$ cat src/rtl/hardwired_control_unit.sv
// Hardwired Mini-SRC control sequencer: fetch, decode IR[31:27],
// walk the per-opcode T-states and emit registered datapath strobes.
module hardwired_control_unit #(
  parameter int MEM_RD_CYCLES = 1,
  parameter int OPW = 5
) (
  input  logic        clk,
  input  logic        reset,
  input  logic [31:0] IR,
  input  logic        CON_FF,
  output logic        HIout,
  output logic        LOout,
  output logic        Zhighout,
  output logic        Zlowout,
  output logic        PCout,
  output logic        MDRout,
  output logic        INout,
  output logic        Cout,
  output logic        BAout,
  output logic        Rout,
  output logic        HIin,
  output logic        LOin,
  output logic        PCin,
  output logic        IRin,
  output logic        Zin,
  output logic        Yin,
  output logic        MARin,
  output logic        MDRin,
  output logic        CONin,
  output logic        OUT_Portin,
  output logic        Rin,
  output logic        Gra,
  output logic        Grb,
  output logic        Grc,
  output logic        AND,
  output logic        OR,
  output logic        ADD,
  output logic        SUB,
  output logic        MUL,
  output logic        DIV,
  output logic        SHR,
  output logic        SHRA,
  output logic        SHL,
  output logic        ROR,
  output logic        ROL,
  output logic        NEG,
  output logic        NOT,
  output logic        IncPC,
  output logic        Read,
  output logic        read_mem,
  output logic        write_mem,
  output logic        PCSave,
  output logic        CON_RESET,
  output logic        run
);

  typedef enum logic [3:0] {
    S_RST, S_T0, S_T1, S_T2, S_T3,
    S_T4, S_T5, S_T6, S_T7, S_HALT
  } state_e;

  typedef enum logic [3:0] {
    K_NOP, K_HALT, K_RT, K_NEGNOT,
    K_IMM, K_MULDIV, K_LDI, K_LD,
    K_ST, K_BR, K_JR, K_JAL,
    K_IN, K_OUT, K_MFHI, K_MFLO
  } kind_e;

  typedef struct packed {
    logic HIout;
    logic LOout;
    logic Zhighout;
    logic Zlowout;
    logic PCout;
    logic MDRout;
    logic INout;
    logic Cout;
    logic BAout;
    logic Rout;
    logic HIin;
    logic LOin;
    logic PCin;
    logic IRin;
    logic Zin;
    logic Yin;
    logic MARin;
    logic MDRin;
    logic CONin;
    logic OUT_Portin;
    logic Rin;
    logic Gra;
    logic Grb;
    logic Grc;
    logic AND;
    logic OR;
    logic ADD;
    logic SUB;
    logic MUL;
    logic DIV;
    logic SHR;
    logic SHRA;
    logic SHL;
    logic ROR;
    logic ROL;
    logic NEG;
    logic NOT;
    logic IncPC;
    logic Read;
    logic read_mem;
    logic write_mem;
    logic PCSave;
    logic CON_RESET;
    logic run;
  } ctl_t;

  localparam logic [OPW-1:0] OP_LD   = OPW'(0);
  localparam logic [OPW-1:0] OP_LDI  = OPW'(1);
  localparam logic [OPW-1:0] OP_ST   = OPW'(2);
  localparam logic [OPW-1:0] OP_ADD  = OPW'(3);
  localparam logic [OPW-1:0] OP_SUB  = OPW'(4);
  localparam logic [OPW-1:0] OP_AND  = OPW'(5);
  localparam logic [OPW-1:0] OP_OR   = OPW'(6);
  localparam logic [OPW-1:0] OP_ROR  = OPW'(7);
  localparam logic [OPW-1:0] OP_ROL  = OPW'(8);
  localparam logic [OPW-1:0] OP_SHR  = OPW'(9);
  localparam logic [OPW-1:0] OP_SHRA = OPW'(10);
  localparam logic [OPW-1:0] OP_SHL  = OPW'(11);
  localparam logic [OPW-1:0] OP_ADDI = OPW'(12);
  localparam logic [OPW-1:0] OP_ANDI = OPW'(13);
  localparam logic [OPW-1:0] OP_ORI  = OPW'(14);
  localparam logic [OPW-1:0] OP_DIV  = OPW'(15);
  localparam logic [OPW-1:0] OP_MUL  = OPW'(16);
  localparam logic [OPW-1:0] OP_NEG  = OPW'(17);
  localparam logic [OPW-1:0] OP_NOT  = OPW'(18);
  localparam logic [OPW-1:0] OP_BR   = OPW'(19);
  localparam logic [OPW-1:0] OP_JR   = OPW'(20);
  localparam logic [OPW-1:0] OP_JAL  = OPW'(21);
  localparam logic [OPW-1:0] OP_IN   = OPW'(22);
  localparam logic [OPW-1:0] OP_OUT  = OPW'(23);
  localparam logic [OPW-1:0] OP_MFHI = OPW'(24);
  localparam logic [OPW-1:0] OP_MFLO = OPW'(25);
  localparam logic [OPW-1:0] OP_HALT = OPW'(27);

  localparam logic [2:0] CNT_MAX = 3'(MEM_RD_CYCLES - 1);

  state_e         state_q, state_d;
  logic [OPW-1:0] op_q, op_d;
  logic [2:0]     cnt_q, cnt_d;
  ctl_t           ctl_q, ctl_d;
  kind_e          kind_q, kind_ir;
  logic           unused_ir;

  assign unused_ir = ^IR[31-OPW:0];

  function automatic kind_e classify(logic [OPW-1:0] op);
    kind_e k;
    unique case (1'b1)
      op == OP_LD:   k = K_LD;
      op == OP_LDI:  k = K_LDI;
      op == OP_ST:   k = K_ST;
      (op >= OP_ADD) && (op <= OP_SHL):
        k = K_RT;
      (op >= OP_ADDI) && (op <= OP_ORI):
        k = K_IMM;
      (op == OP_DIV) || (op == OP_MUL):
        k = K_MULDIV;
      (op == OP_NEG) || (op == OP_NOT):
        k = K_NEGNOT;
      op == OP_BR:   k = K_BR;
      op == OP_JR:   k = K_JR;
      op == OP_JAL:  k = K_JAL;
      op == OP_IN:   k = K_IN;
      op == OP_OUT:  k = K_OUT;
      op == OP_MFHI: k = K_MFHI;
      op == OP_MFLO: k = K_MFLO;
      op == OP_HALT: k = K_HALT;
      default:       k = K_NOP;
    endcase
    return k;
  endfunction

  function automatic ctl_t with_alu(ctl_t ci, logic [OPW-1:0] op);
    ctl_t c;
    c = ci;
    case (op)
      OP_ADD, OP_ADDI: c.ADD = 1'b1;
      OP_AND, OP_ANDI: c.AND = 1'b1;
      OP_OR, OP_ORI:   c.OR = 1'b1;
      OP_SUB:  c.SUB = 1'b1;
      OP_ROR:  c.ROR = 1'b1;
      OP_ROL:  c.ROL = 1'b1;
      OP_SHR:  c.SHR = 1'b1;
      OP_SHRA: c.SHRA = 1'b1;
      OP_SHL:  c.SHL = 1'b1;
      OP_DIV:  c.DIV = 1'b1;
      OP_MUL:  c.MUL = 1'b1;
      OP_NEG:  c.NEG = 1'b1;
      OP_NOT:  c.NOT = 1'b1;
      default: ;
    endcase
    return c;
  endfunction

  function automatic state_e last_of(kind_e k);
    state_e s;
    unique case (k)
      K_RT, K_IMM, K_LDI: s = S_T5;
      K_NEGNOT, K_JAL:    s = S_T4;
      K_MULDIV, K_BR:     s = S_T6;
      K_LD, K_ST:         s = S_T7;
      default:            s = S_T3;
    endcase
    return s;
  endfunction

  function automatic state_e step(state_e s);
    state_e n;
    unique case (s)
      S_T3:    n = S_T4;
      S_T4:    n = S_T5;
      S_T5:    n = S_T6;
      S_T6:    n = S_T7;
      default: n = S_T0;
    endcase
    return n;
  endfunction

  function automatic logic is_mem(state_e s, kind_e k);
    return (s == S_T1) ||
           ((s == S_T6) && (k == K_LD)) ||
           ((s == S_T7) && (k == K_ST));
  endfunction

  function automatic ctl_t decode(state_e s,
                                  logic [OPW-1:0] op,
                                  logic con);
    ctl_t  c;
    kind_e k;
    c = '0;
    k = classify(op);
    c.run = (s != S_RST) && (s != S_HALT);
    unique case (s)
      S_RST: c.CON_RESET = 1'b1;
      S_T0: begin
        c.IncPC = 1'b1; c.MARin = 1'b1; c.PCin = 1'b1;
      end
      S_T1: begin
        c.Read = 1'b1; c.read_mem = 1'b1; c.MDRin = 1'b1;
      end
      S_T2: begin
        c.Read = 1'b1; c.MDRout = 1'b1; c.IRin = 1'b1;
      end
      S_T3: begin
        unique case (k)
          K_RT, K_IMM: begin
            c.Grb = 1'b1; c.Rout = 1'b1; c.Yin = 1'b1;
          end
          K_NEGNOT: begin
            c.Grb = 1'b1; c.Rout = 1'b1; c.Zin = 1'b1;
            c = with_alu(c, op);
          end
          K_MULDIV: begin
            c.Gra = 1'b1; c.Rout = 1'b1; c.Yin = 1'b1;
          end
          K_LDI, K_LD, K_ST: begin
            c.Grb = 1'b1; c.BAout = 1'b1; c.Yin = 1'b1;
          end
          K_BR: begin
            c.Gra = 1'b1; c.Rout = 1'b1; c.CONin = 1'b1;
          end
          K_JR: begin
            c.Gra = 1'b1; c.Rout = 1'b1; c.PCin = 1'b1;
          end
          K_JAL: begin
            c.PCSave = 1'b1; c.PCout = 1'b1; c.Rin = 1'b1;
          end
          K_IN: begin
            c.INout = 1'b1; c.Gra = 1'b1; c.Rin = 1'b1;
          end
          K_OUT: begin
            c.Gra = 1'b1; c.Rout = 1'b1; c.OUT_Portin = 1'b1;
          end
          K_MFHI: begin
            c.HIout = 1'b1; c.Gra = 1'b1; c.Rin = 1'b1;
          end
          K_MFLO: begin
            c.LOout = 1'b1; c.Gra = 1'b1; c.Rin = 1'b1;
          end
          default: ;
        endcase
      end
      S_T4: begin
        unique case (k)
          K_RT: begin
            c.Grc = 1'b1; c.Rout = 1'b1; c.Zin = 1'b1;
            c = with_alu(c, op);
          end
          K_NEGNOT: begin
            c.Zlowout = 1'b1; c.Gra = 1'b1; c.Rin = 1'b1;
          end
          K_IMM: begin
            c.Cout = 1'b1; c.Zin = 1'b1;
            c = with_alu(c, op);
          end
          K_MULDIV: begin
            c.Grb = 1'b1; c.Rout = 1'b1; c.Zin = 1'b1;
            c = with_alu(c, op);
          end
          K_LDI, K_LD, K_ST: begin
            c.Cout = 1'b1; c.ADD = 1'b1; c.Zin = 1'b1;
          end
          K_BR: begin
            c.PCout = 1'b1; c.Yin = 1'b1;
          end
          K_JAL: begin
            c.Gra = 1'b1; c.Rout = 1'b1; c.PCin = 1'b1;
          end
          default: ;
        endcase
      end
      S_T5: begin
        unique case (k)
          K_RT, K_IMM, K_LDI: begin
            c.Zlowout = 1'b1; c.Gra = 1'b1; c.Rin = 1'b1;
          end
          K_MULDIV: begin
            c.Zlowout = 1'b1; c.LOin = 1'b1;
          end
          K_LD, K_ST: begin
            c.Zlowout = 1'b1; c.MARin = 1'b1;
          end
          K_BR: begin
            c.Cout = 1'b1; c.ADD = 1'b1; c.Zin = 1'b1;
          end
          default: ;
        endcase
      end
      S_T6: begin
        unique case (k)
          K_MULDIV: begin
            c.Zhighout = 1'b1; c.HIin = 1'b1;
          end
          K_LD: begin
            c.Read = 1'b1; c.read_mem = 1'b1; c.MDRin = 1'b1;
          end
          K_ST: begin
            c.Gra = 1'b1; c.Rout = 1'b1; c.MDRin = 1'b1;
          end
          K_BR: begin
            c.Zlowout = con; c.PCin = con;
          end
          default: ;
        endcase
      end
      S_T7: begin
        unique case (k)
          K_LD: begin
            c.MDRout = 1'b1; c.Gra = 1'b1; c.Rin = 1'b1;
          end
          K_ST: c.write_mem = 1'b1;
          default: ;
        endcase
      end
      default: ;
    endcase
    return c;
  endfunction

  assign kind_q  = classify(op_q);
  assign kind_ir = classify(IR[31 -: OPW]);

  // Memory states hold until the wait counter saturates.
  always_comb begin
    state_d = state_q;
    op_d    = op_q;
    cnt_d   = '0;
    if (is_mem(state_q, kind_q) && (cnt_q != CNT_MAX)) begin
      cnt_d = cnt_q + 3'd1;
    end else begin
      unique case (state_q)
        S_RST:  state_d = S_T0;
        S_T0:   state_d = S_T1;
        S_T1:   state_d = S_T2;
        S_T2: begin
          op_d = IR[31 -: OPW];
          unique case (kind_ir)
            K_NOP:   state_d = S_T0;
            K_HALT:  state_d = S_HALT;
            default: state_d = S_T3;
          endcase
        end
        S_HALT: state_d = S_HALT;
        default: begin
          if (state_q == last_of(kind_q))
            state_d = S_T0;
          else
            state_d = step(state_q);
        end
      endcase
    end
  end

  assign ctl_d = decode(state_d, op_d, CON_FF);

  always_ff @(posedge clk or negedge reset) begin
    if (!reset) begin
      state_q <= S_RST;
      op_q    <= '0;
      cnt_q   <= '0;
      ctl_q   <= '0;
      ctl_q.CON_RESET <= 1'b1;
    end else begin
      state_q <= state_d;
      op_q    <= op_d;
      cnt_q   <= cnt_d;
      ctl_q   <= ctl_d;
    end
  end

  assign {HIout, LOout, Zhighout, Zlowout, PCout,
          MDRout, INout, Cout, BAout, Rout,
          HIin, LOin, PCin, IRin, Zin, Yin,
          MARin, MDRin, CONin, OUT_Portin, Rin,
          Gra, Grb, Grc,
          AND, OR, ADD, SUB, MUL, DIV, SHR,
          SHRA, SHL, ROR, ROL, NEG, NOT,
          IncPC, Read, read_mem, write_mem,
          PCSave, CON_RESET, run} = ctl_q;

endmodule

$ cat config.mk
export PLATFORM = sky130hd
export DESIGN_NAME = hardwired_control_unit
export DESIGN_NICKNAME = d
export VERILOG_FILES = /design/src/rtl/hardwired_control_unit.sv
export SDC_FILE = /design/constraint.sdc
export NUM_CORES = 1
export LEC_CHECK = 0
export CAP_MARGIN = 20
export CORE_ASPECT_RATIO = 0.7
export CORE_UTILIZATION = 35
export DETAILED_ROUTE_END_ITERATION = 8
export SLEW_MARGIN = 10
export SYNTH_ARGS = -nofsm -noshare
export SYNTH_HDL_FRONTEND = slang
export SYNTH_SLANG_ARGS = --single-unit
$ cat constraint.sdc
create_clock -name clk -period 2.4 [get_ports clk]
set_input_delay 0.6 -clock clk [delete_from_list [all_inputs] [get_ports clk]]
set_output_delay 0.6 -clock clk [all_outputs]
set_load 0.01 [all_outputs]
* Word-level counts from Yosys, hierarchy flattened
Memory sizes are Yosys's and may differ from the RTL's.
Cells that the tools add are included.
** Storage, ports and cells
- Register bits :: 56
- Latch bits :: 0
- Memory bits (writable) :: 0
- ROM bits :: 64
- Bits of input ports :: 35
- Output and inout bits :: 44
- Word-level logic and storage cells :: 278
- Memories :: 1
** Operators by class
- Add/sub/neg operators :: 1
- $mul :: 0
- Div/mod/pow operators :: 0
- Magnitude comparators :: 12
- Equal/unequal tests :: 90
- Shifts and indexed selects :: 0
- Muxes and demuxes :: 84
- Bitwise logic cells :: 0
- Reduce and logical (&&, ||, !) cells :: 43
** Memories
- (no name shown) :: depth 16, bits a word 4, read ports 1, clocked after Yosys merged registers in 0, write ports 0, line 206 : unique case (k)
** Operator list (count)
- 4-bit one-hot mux with 15 select lines :: 3
- 5-bit == test (second input constant) :: 33
- 4-bit by 3-bit == test with 1-bit output (second input constant) :: 13
- 5-bit by 4-bit == test with 1-bit output (second input constant) :: 10
- 4-bit == test (second input constant) :: 12
- 1-bit 2-to-1 mux :: 41
- 17-bit 2-to-1 mux :: 2
- 5-bit by 4-bit less-or-equal comparator with 1-bit output (second input constant) :: 6
- 4-bit by 2-bit == test with 1-bit output (second input constant) :: 6
- 5-bit by 2-bit == test with 1-bit output (second input constant) :: 4
- 5-bit by 3-bit == test with 1-bit output (second input constant) :: 4
- 1-bit one-hot mux with 2 select lines :: 10
- 10-bit one-hot mux with 2 select lines :: 1
- 4-bit one-hot mux with 5 select lines :: 1
- 4-bit 2-to-1 mux :: 4
- 1-bit one-hot mux with 4 select lines :: 4
- 4-bit one-hot mux with 2 select lines :: 2
- 4-bit one-hot mux with 4 select lines :: 1
- 5-bit by 1-bit == test with 1-bit output (second input constant) :: 3
- 5-bit by 2-bit >= comparator with 1-bit output (second input constant) :: 3
- 5-bit by 4-bit >= comparator with 1-bit output (second input constant) :: 3
- 5-bit logical NOT :: 3
- 1-bit one-hot mux with 3 select lines :: 5
- 7-bit OR reduction :: 2
- 20 further kinds :: 54

* Depth between registers and ports, before layout
- Word-level depth :: 17
- Depth in mapped cells :: 10
- Mapped depth without buffers :: 10

* Worst setup path before layout
OpenSTA, ideal clock, no wires.
- Kind :: register -> register
- Start point :: register state_q[3]
- End point :: register ctl_q, in the netlist Rout
- Arrival time :: 1958 ps
- Required time :: 2271 ps
- Setup slack :: 314 ps
- Cell stages (with the launch flop) :: 10
- Buffers on the path :: 2
- Period minus slack after synthesis :: 2086 ps
- Cell sequence :: dfrtp_1 > and4bb_1 > buf_6 > mux2i_1 > buf_2 > nor4_4 > a21oi_1 > nor2_1 > nor3_1 > nand3b_1
** RTL lines
- start: declaration :: line 146 : state_e state_q, state_d;
- start signal: assignment :: line 413 : state_q <= state_d;
- end signal: assignment :: line 416 : ctl_q <= ctl_d;
- end: declaration :: line 149 : ctl_t ctl_q, ctl_d;

==> results.yml <==
die:
  num_rows: 26
  dieArea_um2: 8300
  ioPinCount: 79
  initial_core_util_pct: 37.1
  die_h_um: 76.5
  die_w_um: 108
  core_region_area_um2: 7480
detailed_routing:
  routed_wl_um: 7260
  wl_per_cell_um: 15.2
  dr.pass1.iters: 4
  vias_per_cell: 5.08
  drt_iter0_drc: 195
  postRouteAntennaNets: 0
  drcViolationCount: 0
  vias: 2420
grt:
  grt_pass1_wl_um: 12000
  grt_pass1_vias: 2339
  grt_use_total_pct: 18.7
  antenna_found_initial: 0
  grt_overflow_total: 0
  grt_max_degree: 37
yosys:
  syn-num-nets: 300
  netlist_area_um2: 2780
  synthFlopType: "dfrtp_1"
  synthTopCellsByCount: "dfrtp_1 (55), nor2_1 (25), nand2_1 (19)"
  syn_inst: 263
  ys_async_sr_fraction_pct: 100
  synth_top_area_share_pct: 49.6
  synth_edf_count: 0
  avgSynthCellArea_um2: 10.6
  synth-seq-cells: 56
  ys_top_cells_by_area: "dfrtp_1 (50%), nor2_1 (3.4%), nor3_1 (2.7%)"
  yosys.area.top_type: "dfrtp_1"
  synth_cell_types: 71
  seq_area_frac_synth_pct: 50.5
  ys_warn_count: 0
  synth.most_common_cell: "dfrtp_1"
clocking:
  cts_max_path_buffers: 2
  ctsHoldBuffers: 0
  insertion_delay_ps: 290
  tritoncts: "yes"
  htree_levels: 2
  clk_pin_slew_ps: 70
  clock_sinks: 56
  clock-root-buffer: "clkbuf_16"
  numCtsBuffers: 5
finish:
  fin_util_pct: 54.9
  drive_gt1_share_pct: 31.5
  largestRegisters: "op_q: 5 flops, state_q: 4 flops, cnt_q: 3 flops"
  antennaDiodeCount: 0
  largest_register_ffs: 5
  area_growth_pct: 48.1
  final_nets: 414
  top_register: "op_q"
  final_cells: 476
  n_fill_cell: 690
timing:
  worst_pin_slew_ps: 510
  finalCriticalPeriod_ps: 2320
  period_share_pct: 96.5
  final.setup_skew_ps: 8.59
  relSlewSlack_pct: 66.0
  fin_ws_ps: 83.4
  timing.hold.ws_ps: 273
  finalHoldViolCount: 0
  final-max-slew-violation-count: 0
  fmax_mhz: 432
  setup_violations: 0
worst_setup_path:
  critPathLaunchType: "flip-flop"
  crit_type: "reg -> reg"
  cp.arrival_ps: 2540
  crit_path_end_kind: "flip-flop"
  r2r_start: "state_q[3]"
  cp_data_required_time_ps: 2620
  crit_fanout: 9
  cp-startpoint: "state_q[3]"
  r2r_slack_ps: 80
outcome:
  outcome: "complete, no violations"
power_and_ir_drop:
  ir_drop_v: 0.000304
  p_per_area_nw_per_um2: 443
  p_leak_nw: 1.86
place:
  numPortBuffers: 51
  routabilityCongestion: 0.881
  dpl.hpwl_um: 5630
  place_ws_ps: -101
  placed_cells: 465
min_path:
  min_path_type: "in -> async"
run:
  max-cap-violations: 0
## routing by layer
metal  global-route usage (%)  vias up  routed length [µm]
li1                         -     1173                   -
met3                     3.42        5                 443
met2                     25.3       82                2940
met5                        0        -                   0
met4                     4.86        0                  59
met1                     29.8     1160                3820
## metrics by stage
step / TNS, ps / cell area [µm²] / total power, mW
3_3_place_gp: -388 / 3860 / 1.01
3_5_place_dp: -588 / 3860 / 1.01
4_1_cts: 0 / 4030 / 1.84
6_report: 0 / 4110 / 1.82
5_1_grt: -7.62 / 4110 / 1.89
2_1_floorplan: 0 / 2780 / 0.966
## power by group
part | internal [mW] | switching (mW)
Combinational | 0.0205 | 0.0272
Clock | 0.497 | 0.331
Sequential | 0.945 | 0.000169
Total | 1.46 | 0.358
## cells by family (layout without fill, tap and decap cells)
family	count (synthesis)	in the layout	share of synthesized area, %
adders and majority gates	2	2	0.901
other	1	1	0.135
and+or+nand+nor	111	111	22.8
xor gates and xnor gates	3	3	0.947
AOI/OAI and AO/OA	58	58	15.9
muxes	8	8	4.28
DFF	56	56	50.5
buffers and inverters	24	139	4.46
## worst max-delay path, stage by stage, from the launching register on
cell and delay, ps:
dfrtp_1 440, and4bb_1 350, buf_12 160, mux2_2 360
nand2_1 260, o31ai_1 150, a221oi_2 340, nor3_1 90
nand3b_1 90
## placed cells by master (no fill, tap or decap), drive strengths merged, types with 3 or more instances in the layout
master,netlist,final
inv,12,13
o22ai,4,4
a21oi,8,8
nand2,22,22
o21ai,16,16
clkbuf,2,6
mux2i,7,7
or2,3,3
a211oi,4,4
nor2,26,26
dfrtp,55,55
and2,5,5
a21o,4,4
nor3,15,15
buf,10,69
o211ai,3,3
xnor2,3,3
nand3,12,12
clkdlybuf4s50,0,50
nor4,5,5
nand3b,3,3
nand4,5,5
## what timing repair did
item	in CTS	in global routing
pin swaps	0	6
endpoints found under the hold margin	0	0
setup endpoints to repair	2	22
resized for setup	1	16
buffers inserted	0	3
## layout make-up
type	count	area [µm²]	area share, %
clock buffers	6	129	3.13
clock inverters	2	38.8	0.943
inverters	12	50.0	1.22
multi-input cells	183	1310	31.9
flip-flops and latches	56	1410	34.2
well taps	98	123	2.98
repair buffers	119	1050	25.6
## path summary, 6_finish.rpt
kind,cells after the start,end
setup / recovery,8,Rout
hold / removal,1,state_q[3]
setup reg to reg,8,Rout
hold reg to reg,1,cnt_q[0]
max in group asynchronous,2,CON_RESET
min in group clk,1,cnt_q[0]
(Power assumes the default switching activity.)
